File: src/rtl/arcade_ce_pkg.sv
// arcade_ce_pkg: shared types and default constants for the arcade clock-enable
// generator.
//   ce_mode_t   : channel operating mode (integer divider or fractional accumulator)
//   CE_W        : default width of divisor/increment values and the accumulator
//   CE_RST_VAL  : default divider reload value loaded at reset
package arcade_ce_pkg;

  typedef enum logic {
    CE_DIV  = 1'b0,
    CE_FRAC = 1'b1
  } ce_mode_t;

  localparam int CE_W       = 16;
  localparam int CE_RST_VAL = 3;

endpackage

File: src/rtl/arcade_ce_gen_if.sv
// arcade_ce_gen_if: configuration bus of the clock-enable generator.
//   cfg_we   : one-cycle write strobe
//   cfg_ch   : target channel (values >= NUM_CH select nothing)
//   cfg_mode : CE_DIV or CE_FRAC
//   cfg_val  : DIV reload value (period = val+1) or FRAC increment
//   cfg_busy : per-channel flag, a written configuration is waiting to be applied
//
// Handshake: there is no ready. Every cycle with cfg_we high is a complete
// write that is always accepted into the channel's pending slot; a later write
// to the same channel before it is applied replaces it. cfg_busy[ch] rises on
// the cycle after the write and falls on the edge that applies it.
// master = configuration source, slave = arcade_ce_gen.
interface arcade_ce_gen_if
  import arcade_ce_pkg::*;
#(
  parameter int NUM_CH = 4,
  parameter int W      = CE_W
);
  localparam int CH_W = (NUM_CH > 1) ? $clog2(NUM_CH) : 1;

  logic              cfg_we;
  logic [CH_W-1:0]   cfg_ch;
  ce_mode_t          cfg_mode;
  logic [W-1:0]      cfg_val;
  logic [NUM_CH-1:0] cfg_busy;

  modport master (output cfg_we, cfg_ch, cfg_mode, cfg_val, input cfg_busy);
  modport slave  (input cfg_we, cfg_ch, cfg_mode, cfg_val, output cfg_busy);

endinterface

File: src/rtl/arcade_ce_channel.sv
// arcade_ce_channel: one clock-enable channel, either an integer divider or a
// fractional phase accumulator, with a pending configuration slot that is only
// applied on the channel's own event edge so the output never glitches.
//   clk_sys, reset : clock and synchronous active-high reset
//   pause          : hold all state, ce forced low, apply blocked
//   sync           : restart phase (applies any pending config first)
//   wr, wr_mode, wr_val : configuration write into the pending slot
//   ce             : registered enable pulse
//   busy           : pending configuration not yet applied
module arcade_ce_channel
  import arcade_ce_pkg::*;
#(
  parameter int W       = CE_W,
  parameter int RST_VAL = CE_RST_VAL
) (
  input  logic         clk_sys,
  input  logic         reset,
  input  logic         pause,
  input  logic         sync,
  input  logic         wr,
  input  ce_mode_t     wr_mode,
  input  logic [W-1:0] wr_val,
  output logic         ce,
  output logic         busy
);

  localparam logic [W-1:0] RST_V = W'(RST_VAL);
  localparam logic [W-1:0] ONE   = W'(1);

  ce_mode_t     mode, pend_mode;
  logic [W-1:0] val, cnt, acc, pend_val;
  logic         pend;
  logic [W:0]   sum;
  logic         event_now;
  logic         apply_now;

  assign sum = {1'b0, acc} + {1'b0, val};

  always_comb begin
    event_now = (mode == CE_DIV) ? (cnt == '0) : sum[W];
    // A FRAC channel with a zero increment never fires, so its pending
    // configuration is taken on the next running edge instead.
    apply_now = pend && !pause && (event_now || (mode == CE_FRAC && val == '0));
  end

  assign busy = pend;

  always_ff @(posedge clk_sys) begin
    if (reset) begin
      mode      <= CE_DIV;
      val       <= RST_V;
      cnt       <= RST_V;
      acc       <= '0;
      pend      <= 1'b0;
      pend_mode <= CE_DIV;
      pend_val  <= '0;
      ce        <= 1'b0;
    end else if (sync) begin
      // Restart: a pending config is applied first so the new phase starts
      // from the new values; a write on this same edge stays pending.
      ce  <= 1'b0;
      acc <= '0;
      if (pend) begin
        mode <= pend_mode;
        val  <= pend_val;
        cnt  <= pend_val;
      end else begin
        cnt <= val;
      end
      pend <= wr;
      if (wr) begin
        pend_mode <= wr_mode;
        pend_val  <= wr_val;
      end
    end else begin
      if (wr) begin
        pend      <= 1'b1;
        pend_mode <= wr_mode;
        pend_val  <= wr_val;
      end else if (apply_now) begin
        pend <= 1'b0;
      end

      if (pause) begin
        ce <= 1'b0;
      end else begin
        ce <= event_now;
        if (mode == CE_DIV) begin
          cnt <= event_now ? val : (cnt - ONE);
        end else begin
          acc <= sum[W-1:0];
        end
        // The event on this edge used the old values; later assignments
        // here override the normal advance above.
        if (apply_now) begin
          mode <= pend_mode;
          val  <= pend_val;
          if (pend_mode == CE_DIV || pend_mode != mode) begin
            cnt <= pend_val;
            acc <= '0;
          end
        end
      end
    end
  end

endmodule

File: src/rtl/arcade_ce_gen.sv
// arcade_ce_gen: NUM_CH-channel clock-enable generator for arcade cores.
//   clk_sys : system clock
//   reset   : synchronous active-high reset
//   pause   : freeze all channels, all ce low
//   sync    : per-channel phase restart mask
//   cfg     : configuration bus (slave side), includes cfg_busy
//   ce      : registered one-cycle enable pulses
module arcade_ce_gen
  import arcade_ce_pkg::*;
#(
  parameter int NUM_CH  = 4,
  parameter int W       = CE_W,
  parameter int RST_VAL = CE_RST_VAL
) (
  input  logic              clk_sys,
  input  logic              reset,
  input  logic              pause,
  input  logic [NUM_CH-1:0] sync,
  arcade_ce_gen_if.slave    cfg,
  output logic [NUM_CH-1:0] ce
);

  logic [NUM_CH-1:0] wr;
  logic [NUM_CH-1:0] busy;

  // Channel numbers outside 0..NUM_CH-1 match no strobe and are dropped.
  always_comb begin
    wr = '0;
    for (int i = 0; i < NUM_CH; i++) begin
      wr[i] = cfg.cfg_we && (int'(cfg.cfg_ch) == i);
    end
  end

  assign cfg.cfg_busy = busy;

  for (genvar i = 0; i < NUM_CH; i++) begin : g_ch
    arcade_ce_channel #(
      .W       (W),
      .RST_VAL (RST_VAL)
    ) u_ch (
      .clk_sys (clk_sys),
      .reset   (reset),
      .pause   (pause),
      .sync    (sync[i]),
      .wr      (wr[i]),
      .wr_mode (cfg.cfg_mode),
      .wr_val  (cfg.cfg_val),
      .ce      (ce[i]),
      .busy    (busy[i])
    );
  end

endmodule

File: src/flat_wrapper.sv
// flat-port wrapper written by rule: the top's interface ports become plain ports
module arcade_ce_gen_flat import arcade_ce_pkg::*;
#(
  parameter int NUM_CH  = 4,
  parameter int W       = CE_W,
  parameter int RST_VAL = CE_RST_VAL
)
  (clk_sys, reset, pause, sync, ce, cfg_cfg_we, cfg_cfg_ch, cfg_cfg_mode, cfg_cfg_val, cfg_cfg_busy);
  arcade_ce_gen_if #(.NUM_CH(NUM_CH), .W(W)) cfg_i ();
  input  logic clk_sys;
  input  logic reset;
  input  logic pause;
  input  logic [NUM_CH-1:0] sync;
  output logic [NUM_CH-1:0] ce;
  input wire logic [$bits(cfg_i.cfg_we)-1:0] cfg_cfg_we;
  input wire logic [$bits(cfg_i.cfg_ch)-1:0] cfg_cfg_ch;
  input wire logic [$bits(cfg_i.cfg_mode)-1:0] cfg_cfg_mode;
  input wire logic [$bits(cfg_i.cfg_val)-1:0] cfg_cfg_val;
  output wire logic [$bits(cfg_i.cfg_busy)-1:0] cfg_cfg_busy;
  assign cfg_i.cfg_we = cfg_cfg_we;
  assign cfg_i.cfg_ch = cfg_cfg_ch;
  assign cfg_i.cfg_mode = cfg_cfg_mode;
  assign cfg_i.cfg_val = cfg_cfg_val;
  assign cfg_cfg_busy = cfg_i.cfg_busy;
  arcade_ce_gen #(.NUM_CH(NUM_CH), .W(W), .RST_VAL(RST_VAL)) u_core (.clk_sys(clk_sys), .reset(reset), .pause(pause), .sync(sync), .cfg(cfg_i), .ce(ce));
endmodule
File: config.mk
export PLATFORM = sky130hd
export DESIGN_NAME = arcade_ce_gen_flat
export DESIGN_NICKNAME = d
export VERILOG_FILES = /design/src/rtl/arcade_ce_pkg.sv /design/src/rtl/arcade_ce_gen_if.sv /design/src/rtl/arcade_ce_channel.sv /design/src/rtl/arcade_ce_gen.sv /design/src/flat_wrapper.sv
export SDC_FILE = /design/constraint.sdc
export NUM_CORES = 1
export LEC_CHECK = 0
export ABC_CLOCK_PERIOD_IN_PS = 3970
export BUFFER_PORTS_ARGS = -buffer_cell sky130_fd_sc_hd__clkbuf_2
export CAP_MARGIN = 20
export CORE_ASPECT_RATIO = 1.5
export CORE_UTILIZATION = 50
export DETAILED_ROUTE_END_ITERATION = 8
export GPL_TIMING_DRIVEN = 0
export PLACE_DENSITY = 0.76
export SLEW_MARGIN = 20
export SYNTH_ARGS = -nofsm -noshare
export SYNTH_HDL_FRONTEND = slang
export SYNTH_SLANG_ARGS = --single-unit
File: constraint.sdc
create_clock -name clk_sys -period 3.97 [get_ports clk_sys]
set_input_delay 0.397 -clock clk_sys [delete_from_list [all_inputs] [get_ports clk_sys]]
set_output_delay 0.397 -clock clk_sys [all_outputs]
set_load 0.005 [all_outputs]
# ---- Yosys cells after proc, flatten, opt, wreduce, memory -nomap -nowiden
# Cells that the tools add are included.
dict set report totals {
  regBits 272
  inputBits 27
  output_inout_bits 8
  elab_cells 201
}
dict set report op_classes {
  addsub 8
  eq_ne 15
  mux 84
  bitwise_logic 4
  reduce_logical 58
}
# op count
set ops {}
lappend ops {{16-bit two-way mux} 52}
lappend ops {{16-bit logical NOT} 8}
lappend ops {{16-bit by 16-bit adder with 17-bit output} 4}
lappend ops {{16-bit by 1-bit subtractor with 16-bit output, second input constant} 4}
lappend ops {{1-bit two-way mux} 32}
lappend ops {{1-bit logical AND} 16}
lappend ops {{2-bit by 1-bit != test with 1-bit output, second input constant} 8}
lappend ops {{3-bit AND reduction} 4}
lappend ops {{3-bit nonzero test} 4}
lappend ops {{3-bit OR reduction} 4}
lappend ops {{1-bit logical OR} 8}
lappend ops {{2-bit AND reduction} 4}
lappend ops {{2-bit nonzero test} 4}
lappend ops {{2-bit OR reduction} 4}
lappend ops {{2-bit equality test, second input constant} 2}
lappend ops {{1-bit != test} 4}
lappend ops {{1-bit NOT} 4}
lappend ops {{2-bit by 1-bit equality test with 1-bit output, second input constant} 1}
lappend ops {{2-bit logical NOT} 1}
lappend ops {{1-bit logical NOT} 1}

# ---- Longest topological paths before layout
dict set report depth {
  ltp_word 8
  mapped_depth 13
  mapped_depth_nobuf 11
}

# ---- Cells and area by module
# Synthesis repeated with hierarchy kept, for this count alone.
dict set report hier_totals {
  cells_unflattened 2056
  area_unflattened_um2 17190.2
}
# mod instances cells_per_inst area_per_inst_um2 seq_area_each_um2
set modules_own_cells {}
lappend modules_own_cells {{arcade_ce_channel at u_core.g_ch[1].u_ch ...} 3 526 4295.4 1361.3}
lappend modules_own_cells {{arcade_ce_channel at u_core.g_ch[0].u_ch} 1 474 4266.6 1361.3}
lappend modules_own_cells {arcade_ce_gen 1 4 37.5 0.0}

# ---- Least setup slack after synthesis
# Ideal clock, no wire load.
dict set report synth_timing {
  path_kind {flip-flop to flip-flop}
  start {reg u_core.g_ch[2].u_ch.val[0]}
  end {reg u_core.g_ch[2].u_ch.val[0]}
  setup_ns 0.128
  arrival_time_ns 2.930
  required_ns 3.842
  slack_ns 0.911
  stages_incl_launch_ff 14
  n_path_buf 2
  synth_period_minus_slack_ns 3.059
  path_cell_list {dfxtp_1 ha_1 inv_1 fa_1 nand2b_1 a21oi_1 o22ai_2 o311a_1 nor3_2 o311a_1 buf_4 buf_4 mux2i_1 nand2_1}
}
dict set report synth_between {
  elab_chain_cells 6
  elab_cells_between_ends 10
  cone_classes {1 x add/sub; 3 x mux; 6 x reduce/logical}
}
# element line_no
set synth_lines {}
lappend synth_lines {{start, declared} arcade_ce_channel.sv:31} ;# logic [W-1:0] val, cnt, acc, pend_val;
lappend synth_lines {{start signal, assigned} arcade_ce_channel.sv:65} ;# val <= pend_val;
lappend synth_lines {{start signal, assigned} arcade_ce_channel.sv:97} ;# val <= pend_val;
lappend synth_lines {{16-bit by 16-bit adder with 17-bit output or 16-bit logical NOT (tied branches)} {arcade_ce_channel.sv:37, arcade_ce_channel.sv:43}}
lappend synth_lines {{1-bit two-way mux or 1-bit logical AND (tied branches)} {arcade_ce_channel.sv:40, arcade_ce_channel.sv:43}}
lappend synth_lines {{1-bit logical OR} arcade_ce_channel.sv:43} ;# apply_now = pend && !pause && (event_now || (mode == CE_FRAC && val == '0));
lappend synth_lines {{1-bit logical AND} arcade_ce_channel.sv:43}
lappend synth_lines {{2-bit nonzero test (no source line)} --}
lappend synth_lines {{2-bit AND reduction (no source line)} --}
# Parallel ways exist; a longest one is shown, timed or not.
# A chain may end at the register's enable or synchronous reset.

# ---- Final worst setup path
dict set report layout_timing {
  start {reg u_core.g_ch[2].u_ch.val[0]}
  end {reg u_core.g_ch[2].u_ch.val[10]}
}
dict set report layout_between {
  elab_chain_cells 6
  elab_cells_between_ends 8
  cone_classes {1 x add/sub; 1 x mux; 6 x reduce/logical}
}
# element line_no
set layout_lines {}
lappend layout_lines {{16-bit by 16-bit adder with 17-bit output or 16-bit logical NOT (tied branches)} {arcade_ce_channel.sv:37, arcade_ce_channel.sv:43}}
lappend layout_lines {{1-bit two-way mux or 1-bit logical AND (tied branches)} {arcade_ce_channel.sv:40, arcade_ce_channel.sv:43}}
lappend layout_lines {{1-bit logical OR *} arcade_ce_channel.sv:43}
lappend layout_lines {{1-bit logical AND *} arcade_ce_channel.sv:43}
lappend layout_lines {{2-bit nonzero test (no source line) *} --}
lappend layout_lines {{2-bit AND reduction (no source line) *} --}
# Every way passes the cells marked *; elsewhere a longest branch is shown, timed or not.

==> key figures <==
Placed design
  – RePlAce Congestion: approximately 1
  – PortBufs: 31
  – Post-DP HPWL: 39200 um
  – Place WS: ~0.26 ns

Routing
  – DRC: 0
  – DR pass1 iterations: 6
  – Wire per inst: about 20 um
  – Iter 0 DRT Violations: 1700
  – Vias per inst: 6.40
  – Via count: 16700
  – DRT antenna net count: 0
  – DRT Wirelength: 53600 um

Pwr
  – Power Total: 6.22 mW
  – Cell area power density: 342 nW/um2
  – Leakage: a little over 7 nW
  – Peak supply drop: about 0.00036 V

Critical path
  – Critical Path Start Type: flop
  – Worst-path fanout max: 10
  – Critical path data required time: ~4.4 ns
  – WP buf/inv: 3
  – Worst reg2reg path depth: 13
  – Data arrival, critical path: 4.18 ns
  – Worst Setup End Kind: flop
  – Slowest cell on the critical path: dfxtp_1
  – Delay of the slowest critical-path stage: around 0.47 ns
  – CP Cell Sequence: ha_1, inv_1, fa_1, nand2b_1, a21oi_1, o22ai_2, o311a_1, nor3_2, o311a_1, buf_4, buf_4, mux2i_1, nor2_1
  – R2r setup slk: around 0.23 ns
  – WS Path Type: flop to flop
  – Worst r2r src: u_core.g_ch[2].u_ch.val[0]$_SDFFE_PP1P_
  – Terminus of the critical flop-to-flop path: u_core.g_ch[2].u_ch.val[10]$_SDFFE_PP0P_
  – CP top delay family: compound AO/OA/AOI/OAI gates

Synth
  – Register area share after synthesis: 0.330
  – Synth unique cells: 81
  – Cell count after synthesis: 2116
  – Post-synth EDFFs: 0
  – Async set or reset register ratio after synthesis: 0
  – Mapped Nets: around 2200
  – Top FF cell, synth: dfxtp_1
  – Synth warn: 0
  – Netlist Area Pre-Place: ~16000 um2
  – Seq cells post-synth: around 270
  – Syn_area_per_cell: ~7.8 um2

Die
  – Core area: ~33000 um2
  – Rows: a little over 80
  – Die Ht: roughly 220 um
  – Starting density of the core: 0.507
  – Die Footprint: 33700 um2
  – IO Pins: 35
  – Die width: ~150 um

STA
  – Clock skew: ~0.022 ns
  – Relative max-transition margin: 0.268
  – Final WS setup: ~0.23 ns
  – Peak Freq: 268 MHz
  – Pins Over Slew Limit: 0
  – Slew @ Worst Pin: roughly 1.1 ns
  – Min Tclk post-route: between 3 and 4 ns
  – Part of the cycle the worst path needs: 0.941
  – Final Hold Fails: 0
  – Final setup viols: 0

Final layout
  – Fill count: between 2000 and 3000
  – Nets: about 2300
  – Diodes inserted: 0
  – Share of layout cells above drive strength 1: 0.0646
  – Layout area overhead: 10.2%

Global route
  – Global route overflow: 0
  – Vias in the first global route: about 16000
  – Initial antenna violation count: 2
  – GRT Overall Usage: 0.319
  – Largest net degree at the start of global routing: 15
  – First-pass GRT wire length: ~85000 um

Min path
  – WHS Endpoint: u_core.g_ch[2].u_ch.pend_val[1]$_SDFFE_PP0P_
  – Hold_sp: cfg_cfg_val[1]
  – Min-Delay Path Depth: 3
  – Hold Crit Class: primary input to flop

Clock network
  – Clk pin slew, worst setup/hold paths: roughly 0.07 ns
  – Cts bufs inserted: 28
  – TritonCTS clock tree: done
  – Clk sinks: 272
  – Setup Buffers After CTS: 0
  – CTS Root Cell: clkbuf_16
  – H-tree depth: 1
  – Clk Latency, worst-skew pair: between 0.5 and 0.6 ns
  – CTS Buffer Depth: 3

Run
  – Maxcap violations: 0

Run status
  – Outcome: finished clean
worst reg2reg max path, stage by stage (launching register included):
cell and delay, ns:
dfxtp_1 0.47, ha_1 0.21, inv_1 0.05, fa_1 0.37
nand2b_1 0.20, a21oi_1 0.30, o22ai_2 0.19, o311a_1 0.43
nor3_2 0.39, o311a_1 0.22, buf_4 0.23, buf_4 0.26
mux2i_1 0.23, nor2_1 0.05
registers in the layout, summed over array words and instances, names as in the netlist:
register	count
u_core.g_ch.u_ch.cnt	64
u_core.g_ch.u_ch.pend_val	64
u_core.g_ch.u_ch.val	64
u_core.g_ch.u_ch.acc	64
u_core.g_ch.u_ch.busy	4
u_core.g_ch.u_ch.pend_mode	4
u_core.g_ch.u_ch.ce	4
u_core.g_ch.u_ch.mode	4
cells in the mapped netlist, drive strengths merged (37+ instances only):
cell    number  area (um2)
nor3        37         190
nor2       224         841
inv         74         278
dfxtp      272        5450
o21ai      105         526
nand2      311        1170
clkbuf      90         338
a21oi      220        1110
mux2i      132        1320
ha          72         901
buf         41         244
o22ai       41         263
worst max-delay path by stage:
| stage | startpoint | endpoint | slack (ns) | depth (start not counted) |
|---|---|---|---|---|
| 2_1_floorplan | u_core.g_ch[2].u_ch.val[0]$_SDFFE_PP1P_ | u_core.g_ch[2].u_ch.val[0]$_SDFFE_PP1P_ | 0.91 | 13 |
| 3_3_place_gp | u_core.g_ch[2].u_ch.val[0]$_SDFFE_PP1P_ | u_core.g_ch[2].u_ch.cnt[5]$_SDFFE_PP0P_ | 0.30 | 12 |
| 3_5_place_dp | u_core.g_ch[2].u_ch.val[0]$_SDFFE_PP1P_ | u_core.g_ch[2].u_ch.cnt[9]$_SDFFE_PP0P_ | 0.26 | 12 |
| 4_1_cts | u_core.g_ch[2].u_ch.val[0]$_SDFFE_PP1P_ | u_core.g_ch[2].u_ch.cnt[9]$_SDFFE_PP0P_ | 0.24 | 12 |
| 5_1_grt | u_core.g_ch[2].u_ch.val[0]$_SDFFE_PP1P_ | u_core.g_ch[2].u_ch.val[10]$_SDFFE_PP0P_ | -0.02 | 13 |
| 6_report | u_core.g_ch[2].u_ch.val[0]$_SDFFE_PP1P_ | u_core.g_ch[2].u_ch.val[10]$_SDFFE_PP0P_ | 0.23 | 13 |
layout make-up:
cell class	instances	area [um2]	share of cell area
Multi-Input combinational cell	1637	10200	0.561
Sequential cell	272	5450	0.300
Clock buffer	37	806	0.0443
Clock inverter	14	176	0.00971
Inverter	76	285	0.0157
Timing Repair Buffer	31	155	0.00854
Buffer	131	583	0.0321
Tap cell	415	519	0.0286
per-layer routing:
metal,track usage,vias to the layer above,part of all wire
li1,-,7786,-
met1,0.355,7816,0.37
met2,0.535,849,0.48
met3,0.0521,274,0.077
met4,0.250,4,0.078
met5,0,-,0.00050
kinds of logic (layout without fill, tap and decap cells):
family | count (synthesis) | count (layout) | synth area share
DFF | 272 | 272 | 0.330
AOI/OAI and AO/OA | 643 | 643 | 0.253
buffers and inverters | 207 | 289 | 0.0526
adders and majority gates | 76 | 76 | 0.0595
and+or+nand+nor | 741 | 741 | 0.200
xor gates and xnor gates | 42 | 42 | 0.0223
muxes | 135 | 135 | 0.0822
stage by stage:
step	std cells	setup TNS, ns	hold slack [ns]	util	area [um2]
3_5_place_dp	2562	0	0.449	0.528	17200
4_1_cts	2613	0	0.128	0.558	18200
3_3_place_gp	2562	0	0.445	0.528	17200
6_report	2613	0	0.140	0.559	18200
2_1_floorplan	2116	0	0.436	-	16500
5_1_grt	2613	-0.0229	0.142	0.559	18200
cell usage in the layout, fill, tap and decap left out, types with 34 or more instances in the layout:
| cell | instances |
|---|---|
| clkbuf_1 | 92 |
| o221ai_1 | 34 |
| a22oi_1 | 36 |
| nor2_1 | 224 |
| inv_1 | 74 |
| o22ai_1 | 40 |
| a21oi_1 | 218 |
| mux2i_1 | 132 |
| nand3_1 | 34 |
| ha_1 | 72 |
| nor3_1 | 35 |
| nand2_1 | 311 |
| dfxtp_1 | 272 |
| o21ai_0 | 101 |
power breakdown:
part,internal (mW),switching [mW],total [mW]
logic,0.164,0.334,0.498
clock network,1.68,1.19,2.87
registers,2.78,0.0712,2.85
total,4.63,1.59,6.22
what timing repair did:
item / in CTS / in global routing
gates resized for setup: 0 / 4
hold buffers: 0 / 0
hold endpoints to repair: 0 / 0
setup endpoints to repair: 0 / 20
No activity file was read; power rests on OpenSTA's default activity.
